<file path="config.mk">
export PLATFORM = sky130hd
export DESIGN_NAME = move_replay
export DESIGN_NICKNAME = d
export VERILOG_FILES = /design/src/rtl/game_pkg.sv /design/src/rtl/move_log.sv /design/src/rtl/move_replay.sv
export SDC_FILE = /design/constraint.sdc
export NUM_CORES = 1
export LEC_CHECK = 0
export CAP_MARGIN = 10
export CORE_MARGIN = 8
export CORE_UTILIZATION = 64
export CTS_BUF_LIST = sky130_fd_sc_hd__clkbuf_2
export CTS_CLUSTER_DIAMETER = 150
export DETAILED_ROUTE_END_ITERATION = 8
export MAX_ROUTING_LAYER = met4
export PLACE_DENSITY = 0.87
export SLEW_MARGIN = 20
export SYNTH_ARGS = -nofsm -noshare
export SYNTH_HDL_FRONTEND = slang
export SYNTH_HIERARCHICAL = 1
export SYNTH_SLANG_ARGS = --single-unit
</file>
<file path="constraint.sdc">
create_clock -name clk -period 6.89 [get_ports clk]
set_input_delay 0.689 -clock clk [delete_from_list [all_inputs] [get_ports clk]]
set_output_delay 0.689 -clock clk [all_outputs]
set_load 0.01 [all_outputs]
</file>
<file path="src/rtl/game_pkg.sv">
// Shared action codes, replay FSM states and action code/flag conversion helpers.
package game_pkg;

    localparam logic [1:0] ACT_UP    = 2'd0;
    localparam logic [1:0] ACT_DOWN  = 2'd1;
    localparam logic [1:0] ACT_LEFT  = 2'd2;
    localparam logic [1:0] ACT_RIGHT = 2'd3;

    typedef enum logic [1:0] {
        IDLE = 2'd0,
        WAIT = 2'd1,
        EMIT = 2'd2
    } replay_state_t;

    function automatic logic [3:0] onehot(input logic [1:0] code);
        return 4'b0001 << code;
    endfunction

    function automatic logic [1:0] encode(input logic [3:0] flag);
        logic [1:0] code;
        code = ACT_UP;
        case (flag)
            4'b0010: code = ACT_DOWN;
            4'b0100: code = ACT_LEFT;
            4'b1000: code = ACT_RIGHT;
            default: code = ACT_UP;
        endcase
        return code;
    endfunction

    function automatic logic is_onehot(input logic [3:0] flag);
        return (flag != 4'b0000) && ((flag & (flag - 4'd1)) == 4'b0000);
    endfunction

endpackage

</file>
<file path="src/rtl/move_log.sv">
// DEPTH x 2-bit move store: registered write port, combinational read port.
// No reset on contents; no backpressure (every write is accepted).
module move_log #(
    parameter int DEPTH = 16,
    parameter int AW    = $clog2(DEPTH)
) (
    input  logic          clk,
    input  logic          we,
    input  logic [AW-1:0] waddr,
    input  logic [1:0]    wdata,
    input  logic [AW-1:0] raddr,
    output logic [1:0]    rdata
);

    logic [1:0] mem [DEPTH];

    always_ff @(posedge clk) begin
        if (we) begin
            mem[waddr] <= wdata;
        end
    end

    assign rdata = mem[raddr];

endmodule

</file>
<file path="src/rtl/move_replay.sv">
// Records one-hot action pulses (1-cycle pass-through) and replays the log as pulses spaced GAP+1 apart.
// No backpressure: live presses are dropped while replaying and moves are dropped (ovf) once the log is full.
module move_replay
    import game_pkg::*;
#(
    parameter int DEPTH = 16,
    parameter int GAP   = 4
) (
    input  logic                       clk,
    input  logic                       rst_n,
    input  logic [3:0]                 act_flag,
    input  logic                       rec_clr,
    input  logic                       replay_go,
    input  logic                       replay_abort,
    output logic [3:0]                 act_out,
    output logic                       busy,
    output logic [$clog2(DEPTH+1)-1:0] count,
    output logic                       full,
    output logic                       ovf
);

    localparam int CW = $clog2(DEPTH + 1);
    localparam int AW = $clog2(DEPTH);
    localparam int GW = $clog2(GAP + 1);
    localparam logic [CW-1:0] DEPTH_C = CW'(DEPTH);
    localparam logic [GW-1:0] GAP_LD  = GW'(GAP);

    replay_state_t state, state_nxt;
    logic [AW-1:0] rd, rd_nxt;
    logic [GW-1:0] gap_cnt, gap_nxt;
    logic [CW-1:0] count_nxt;
    logic [3:0]    act_nxt;
    logic          ovf_nxt;
    logic          we;
    logic [1:0]    wdata;
    logic [1:0]    rdata;
    logic          press_ok;
    logic          start;
    logic          last;
    logic          abort;

    move_log #(
        .DEPTH (DEPTH),
        .AW    (AW)
    ) u_log (
        .clk   (clk),
        .we    (we),
        .waddr (count[AW-1:0]),
        .wdata (wdata),
        .raddr (rd),
        .rdata (rdata)
    );

    assign press_ok = is_onehot(act_flag);
    // A clear in the same cycle wins over a replay start so the FSM never walks an empty log.
    assign start    = replay_go && !rec_clr && (count != '0);
    assign last     = (CW'(rd) == count - CW'(1));
    assign abort    = replay_abort && (state != IDLE);

    always_ff @(posedge clk) begin
        if (!rst_n) begin
            state   <= IDLE;
            rd      <= '0;
            gap_cnt <= '0;
            count   <= '0;
            full    <= 1'b0;
            ovf     <= 1'b0;
            act_out <= 4'b0000;
            busy    <= 1'b0;
        end else begin
            state   <= state_nxt;
            rd      <= rd_nxt;
            gap_cnt <= gap_nxt;
            count   <= count_nxt;
            full    <= (count_nxt == DEPTH_C);
            ovf     <= ovf_nxt;
            act_out <= act_nxt;
            busy    <= (state_nxt != IDLE);
        end
    end

    always_comb begin
        state_nxt = state;
        case (state)
            IDLE:    if (start) state_nxt = WAIT;
            WAIT:    if (gap_cnt == GW'(1)) state_nxt = EMIT;
            EMIT:    state_nxt = last ? IDLE : WAIT;
            default: state_nxt = IDLE;
        endcase
        if (abort) begin
            state_nxt = IDLE;
        end
    end

    always_comb begin
        act_nxt   = 4'b0000;
        count_nxt = count;
        ovf_nxt   = ovf;
        rd_nxt    = rd;
        gap_nxt   = gap_cnt;
        we        = 1'b0;
        wdata     = encode(act_flag);
        case (state)
            IDLE: begin
                if (press_ok) begin
                    act_nxt = act_flag;
                    if (!rec_clr) begin
                        if (count != DEPTH_C) begin
                            we        = 1'b1;
                            count_nxt = count + CW'(1);
                        end else begin
                            ovf_nxt = 1'b1;
                        end
                    end
                end
                if (rec_clr) begin
                    count_nxt = '0;
                    ovf_nxt   = 1'b0;
                end
                if (start) begin
                    rd_nxt  = '0;
                    gap_nxt = GAP_LD;
                end
            end
            // The pulse is launched on the final wait cycle so it is visible while in EMIT.
            WAIT: begin
                gap_nxt = gap_cnt - GW'(1);
                if (gap_cnt == GW'(1)) begin
                    act_nxt = onehot(rdata);
                end
            end
            EMIT: begin
                if (!last) begin
                    rd_nxt  = rd + AW'(1);
                    gap_nxt = GAP_LD;
                end
            end
            default: ;
        endcase
        if (abort) begin
            act_nxt = 4'b0000;
        end
    end

endmodule
</file>
# == After elaboration in Yosys (flattened, before gate mapping) ==
# Memory sizes are Yosys's and may differ from the RTL's. A register that Yosys moved wholly into a read port is not among the register bits.
# Index checks and enable logic that the tools add are counted.
# word_totals
ff_bits,21
ramBits,32
input_bits,9
out_inout_bits,12
wordCells,77
n_memories,1
# memory_table
memory,words,word_bits,rd,rd_ports_with_merged_regs,write_ports,line,text
u_log.mem,16,2,1,1,1,move_log.sv:15,logic [1:0] mem [DEPTH];
# classes
addsub,5
n_eq_ne,12
shifts,1
n_mux,30
bitwise_logic,2
reduce_logical,18
# ops
operator,count
$mux 4,6
$mux 5,4
$pmux 4 s2,2
$pmux 2 s3,2
$mux 1,10
$pmux 3 s3,1
$reduce_and 3->1,3
$reduce_bool 2->1,4
$mux 2,3
$mux 3,2
$ne 2x2->1 const B,3
$add 5x1->5 const B,1
$eq 4x5->1,1
$eq 5x5->1 const B,1
$ne 5x5->1 const B,1
$reduce_bool 5->1,1
$sub 5x1->5 const B,1
$add 4x1->4 const B,1
$and 4x4->4,1
$eq 4x2->1 const B,1
$eq 4x3->1 const B,1
$eq 4x4->1 const B,1
$logic_and 1x1->1,4
$logic_not 4->1,1
12 further kinds,12

# == Logic depth before layout (Yosys ltp) ==
# depth
word_depth,8
mapped_depth,9
ltp_nobuf,8

# == Modules after synthesis ==
# Netlist, hierarchy kept.
# by_module_without_submodules
module,instances,cells_each,area_per_inst_um2,seq_area_each_um2
move_log,1,76,1340.0,960.9
move_replay,1,155,1300.0,420.4

# == Worst setup path before layout ==
# Ideal clock, no wire load.
# synth_path
path_kind,input-to-reg
start,input act_flag[0]
end,"memory u_log.mem[0][0], enable pin"
setup_ns,0.329
arrival_time_ns,2.554
required_time_ns,6.561
setup_slack_ns,4.008
path_stages,7
path_buffers,1
cell_sequence,or4b_4 o311ai_2 buf_6 nand2_1 nor3_1 or3b_2 nor3_1
# synth_via
elab_chain_cells,8
word_cells_on_any_way,9
cone_classes,1 x add/sub; 4 x mux; 1 x bitwise; 3 x reduce/logical
# synth_lines
item,line,text
"start, declared",move_replay.sv:11,"input logic [3:0] act_flag,"
$sub 4x1->4,game_pkg.sv:32,return (flag != 4'b0000) && ((flag & (flag - 4'd1)) == 4'b0000);
$and 4x4->4,game_pkg.sv:32,
$logic_not 4->1,game_pkg.sv:32,
$logic_and 1x1->1 *,game_pkg.sv:32,
$mux 1 *,move_replay.sv:105,if (press_ok) begin
$mux 1 *,move_replay.sv:103,case (state)
named net we,move_replay.sv:34,logic we;
$mux 1 *,move_log.sv:18,if (we) begin
$mux 1 (implied by the code) *,move_log.sv:19,mem[waddr] <= wdata;
"end, declared",move_log.sv:15,
# The timed path passes the listed nets; every way through them passes the cells marked *.

# == Worst setup path after layout ==
# layout_path
start,input act_flag[3]
end,"memory u_log.mem[0][0], enable pin"
# Same word-level chain as after synthesis.

==> results.cfg <==
[pwr]
switching_share = 0.229
power.internal_mw = 0.380
worst_ir_drop_vdd_mv = 0.157
combPwrFrac = 0.071
power_leakage_nw = 0.992
p_switching_mw = 0.113
clockPowerShare = 0.238
seq_power_share = 0.692
cellPowerDensity_mw_per_mm2 = 171
p_total_mw = 0.492

[sta]
skew_ns = 0.0217
clock.fmax_ghz = 0.304
worst_pin_slew_ns = 0.928
hold_viol = 0
final.period_utilization = 0.478
setup_ws_ns = 3.60
max_slew_margin = 0.378
tns_ns = 0
setup_viol = 0
finalCriticalPeriod_ns = 3.29
finalMaxSlewViolations = 0
rsz0062_at_grt = false

[floorplan]
pin_count = 21
core_area_mm2 = 0.00400
die_h_um = 80.2
rows = 23
dieArea_mm2 = 0.00644
die_w_um = 80.2
start_util = 0.660

[worst_setup_path]
r2r_start = count[0]
rrSetupSlack_ns = 3.99
start_kind = input port
cp.required_ns = 7.03
cp-end-kind = register
reg2regPathDepth = 6
arrival_ns = 3.44
reg2reg_to = u_log/mem[0][0]
critPathKind = input port to register
path_max_fanout = 11

[synthesis]
synth_common_cells = edfxtp_1, nor2_1, dfxtp_1
synth_warnings = 6
yosysSeqAreaShare = 0.523
syn_nets = 245
yosysMostFrequentCell = edfxtp_1
syn_avg_cell_area_um2 = 11.4
ys_seq_elements = 53
yosysTopAreaCellShare = 0.364
synthArstFlopShare = 0
synth-edff-count = 32
ys_types = 51
syn_inst = 231
synth_area_mm2 = 0.00264
yosysTopAreaCell = edfxtp_1
ys_top_cells_by_area = edfxtp_1, dfxtp_1, mux4_1
synth_ff_type = edfxtp_1

[detailed_routing]
route.vias.total = 1838
drt_wl_total_mm = 5.10
ant_nets = 0
first_pass_iters = 4
viasPerCell = 6.15
drc = 0
post_drt_wl_per_cell_um = 17.0
drtIter0Drc = 131

[placed_design]
gp_congestion = 0.829
dpl_cell_area_mm2 = 0.00285
place_hpwl_mm = 3.60
io_buffers = 20
place_ws_ns = 3.11

[cells_and_area]
layout-area-overhead-vs-synth_pct = 9.34
drive_gt1_frac = 0.0964
fin_area_mm2 = 0.00289
nets = 262
final_util = 0.722
antenna_cells = 0

[cts]
cts.reportedPaths.clkPinSlew_ns = 0.24
cts_hold_buffers = 0
post_cts_buffers = 0
cts_resized = 0
htree_num_levels = 2
cts.sinks = 53
clockBufferDepth = 2
cts_root_buf = clkbuf_2
cts_tree = built
worstSkewPairLatency_ns = 0.44
cts-buffers-inserted = 5

[min_path]
hold_path_end = gap_cnt[1]
whs_path_depth = 2
hold_start = gap_cnt[1]
hold_class = register to register

[outcome]
status = complete, no violations

[global_route]
antenna_found_initial = 0
track_usage = 0.167
grt_pass1_vias = 1779
grt_first_pass_wirelength_mm = 8.25
grt_start_max_net_pins = 18
overflow = 0

[flow_run]
maxCapViolCount = 0
-- power groups by stage --
| stage | Clock, mW | Sequential, mW | Combinational [mW] |
|---|---|---|---|
| floorplan | 0 | 0.346 | 0.0221 |
| global placement | 0 | 0.347 | 0.0333 |
| detailed placement | 0 | 0.347 | 0.0347 |
| CTS | 0.122 | 0.341 | 0.0349 |
| global route | 0.132 | 0.341 | 0.0381 |
| finish | 0.117 | 0.341 | 0.0348 |
-- cell usage in the layout, fill, tap and decap left out, drive strengths merged, types with 7 or more instances in the layout --
master,count
dfxtp,21
a21oi,10
o21ai,8
mux4,8
nor3,13
nand2,15
edfxtp,32
clkdlybuf4s50,20
nor2,29
clkbuf,7
xnor2,8
nand3,9
inv,7
-- per-stage QoR --
| step | hold WS (ns) | std cells |
|---|---|---|
| CTS | 0.483 | 299 |
| finish | 0.479 | 299 |
| floorplan | 0.428 | 231 |
| global placement | 0.438 | 291 |
| global route | 0.500 | 299 |
| detailed placement | 0.457 | 291 |
-- cell type report --
class,count,area [um2]
flip-flops and latches,53,1380
multi-input cells,161,1180
fillers,302,1110
repair buffers,20,200
well taps,50,62.6
clock buffers,7,35.0
inverters,7,26.3
clock inverters,1,3.75
-- cell families (layout without fill, tap and decap cells) --
family	after synthesis	in the layout	share of synthesized area
adder cells (fa/ha/maj)	5	5	0.0237
flip-flops	53	53	0.523
XOR/XNOR	8	8	0.0265
AND/OR/NAND/NOR	103	103	0.217
buffers and inverters	17	35	0.0327
AO/OA/AOI/OAI	37	37	0.103
multiplexers	8	8	0.0739
-- worst max path at each step --
stage                      end   startpoint  slack [ns]  cells after the start
2_1_floorplan  u_log/mem[0][0]  act_flag[0]        4.01                      7
3_3_place_gp   u_log/mem[0][0]  act_flag[3]        3.28                      7
3_5_place_dp   u_log/mem[0][0]  act_flag[3]        3.11                      7
4_1_cts        u_log/mem[0][0]  act_flag[3]        3.61                      7
5_1_grt        u_log/mem[0][0]  act_flag[3]        3.42                      7
6_report       u_log/mem[0][0]  act_flag[3]        3.60                      7
-- per-layer routing --
metal | share of wire | global-route usage
met5 | 0 | -
met4 | 0.0080 | 0.0727
met3 | 0.068 | 0.0413
met2 | 0.49 | 0.259
met1 | 0.44 | 0.204
-- flip-flops by register name, summed over array words and instances (netlist names) --
| register | count |
|---|---|
| act_out | 4 |
| count | 5 |
| busy | 1 |
| ovf | 1 |
| u_log/mem | 32 |
| rd | 4 |
| gap_cnt | 3 |
| full | 1 |
| state | 2 |
-- critical path: stages --
cell	delay [ns]
clkdlybuf4s50_1	0.56
xnor2_1	0.15
o311ai_2	0.74
nand2_1	0.14
nor3_1	0.35
or3b_2	0.53
nor3_1	0.26
Note: power is estimated with default switching activity, not from simulation.
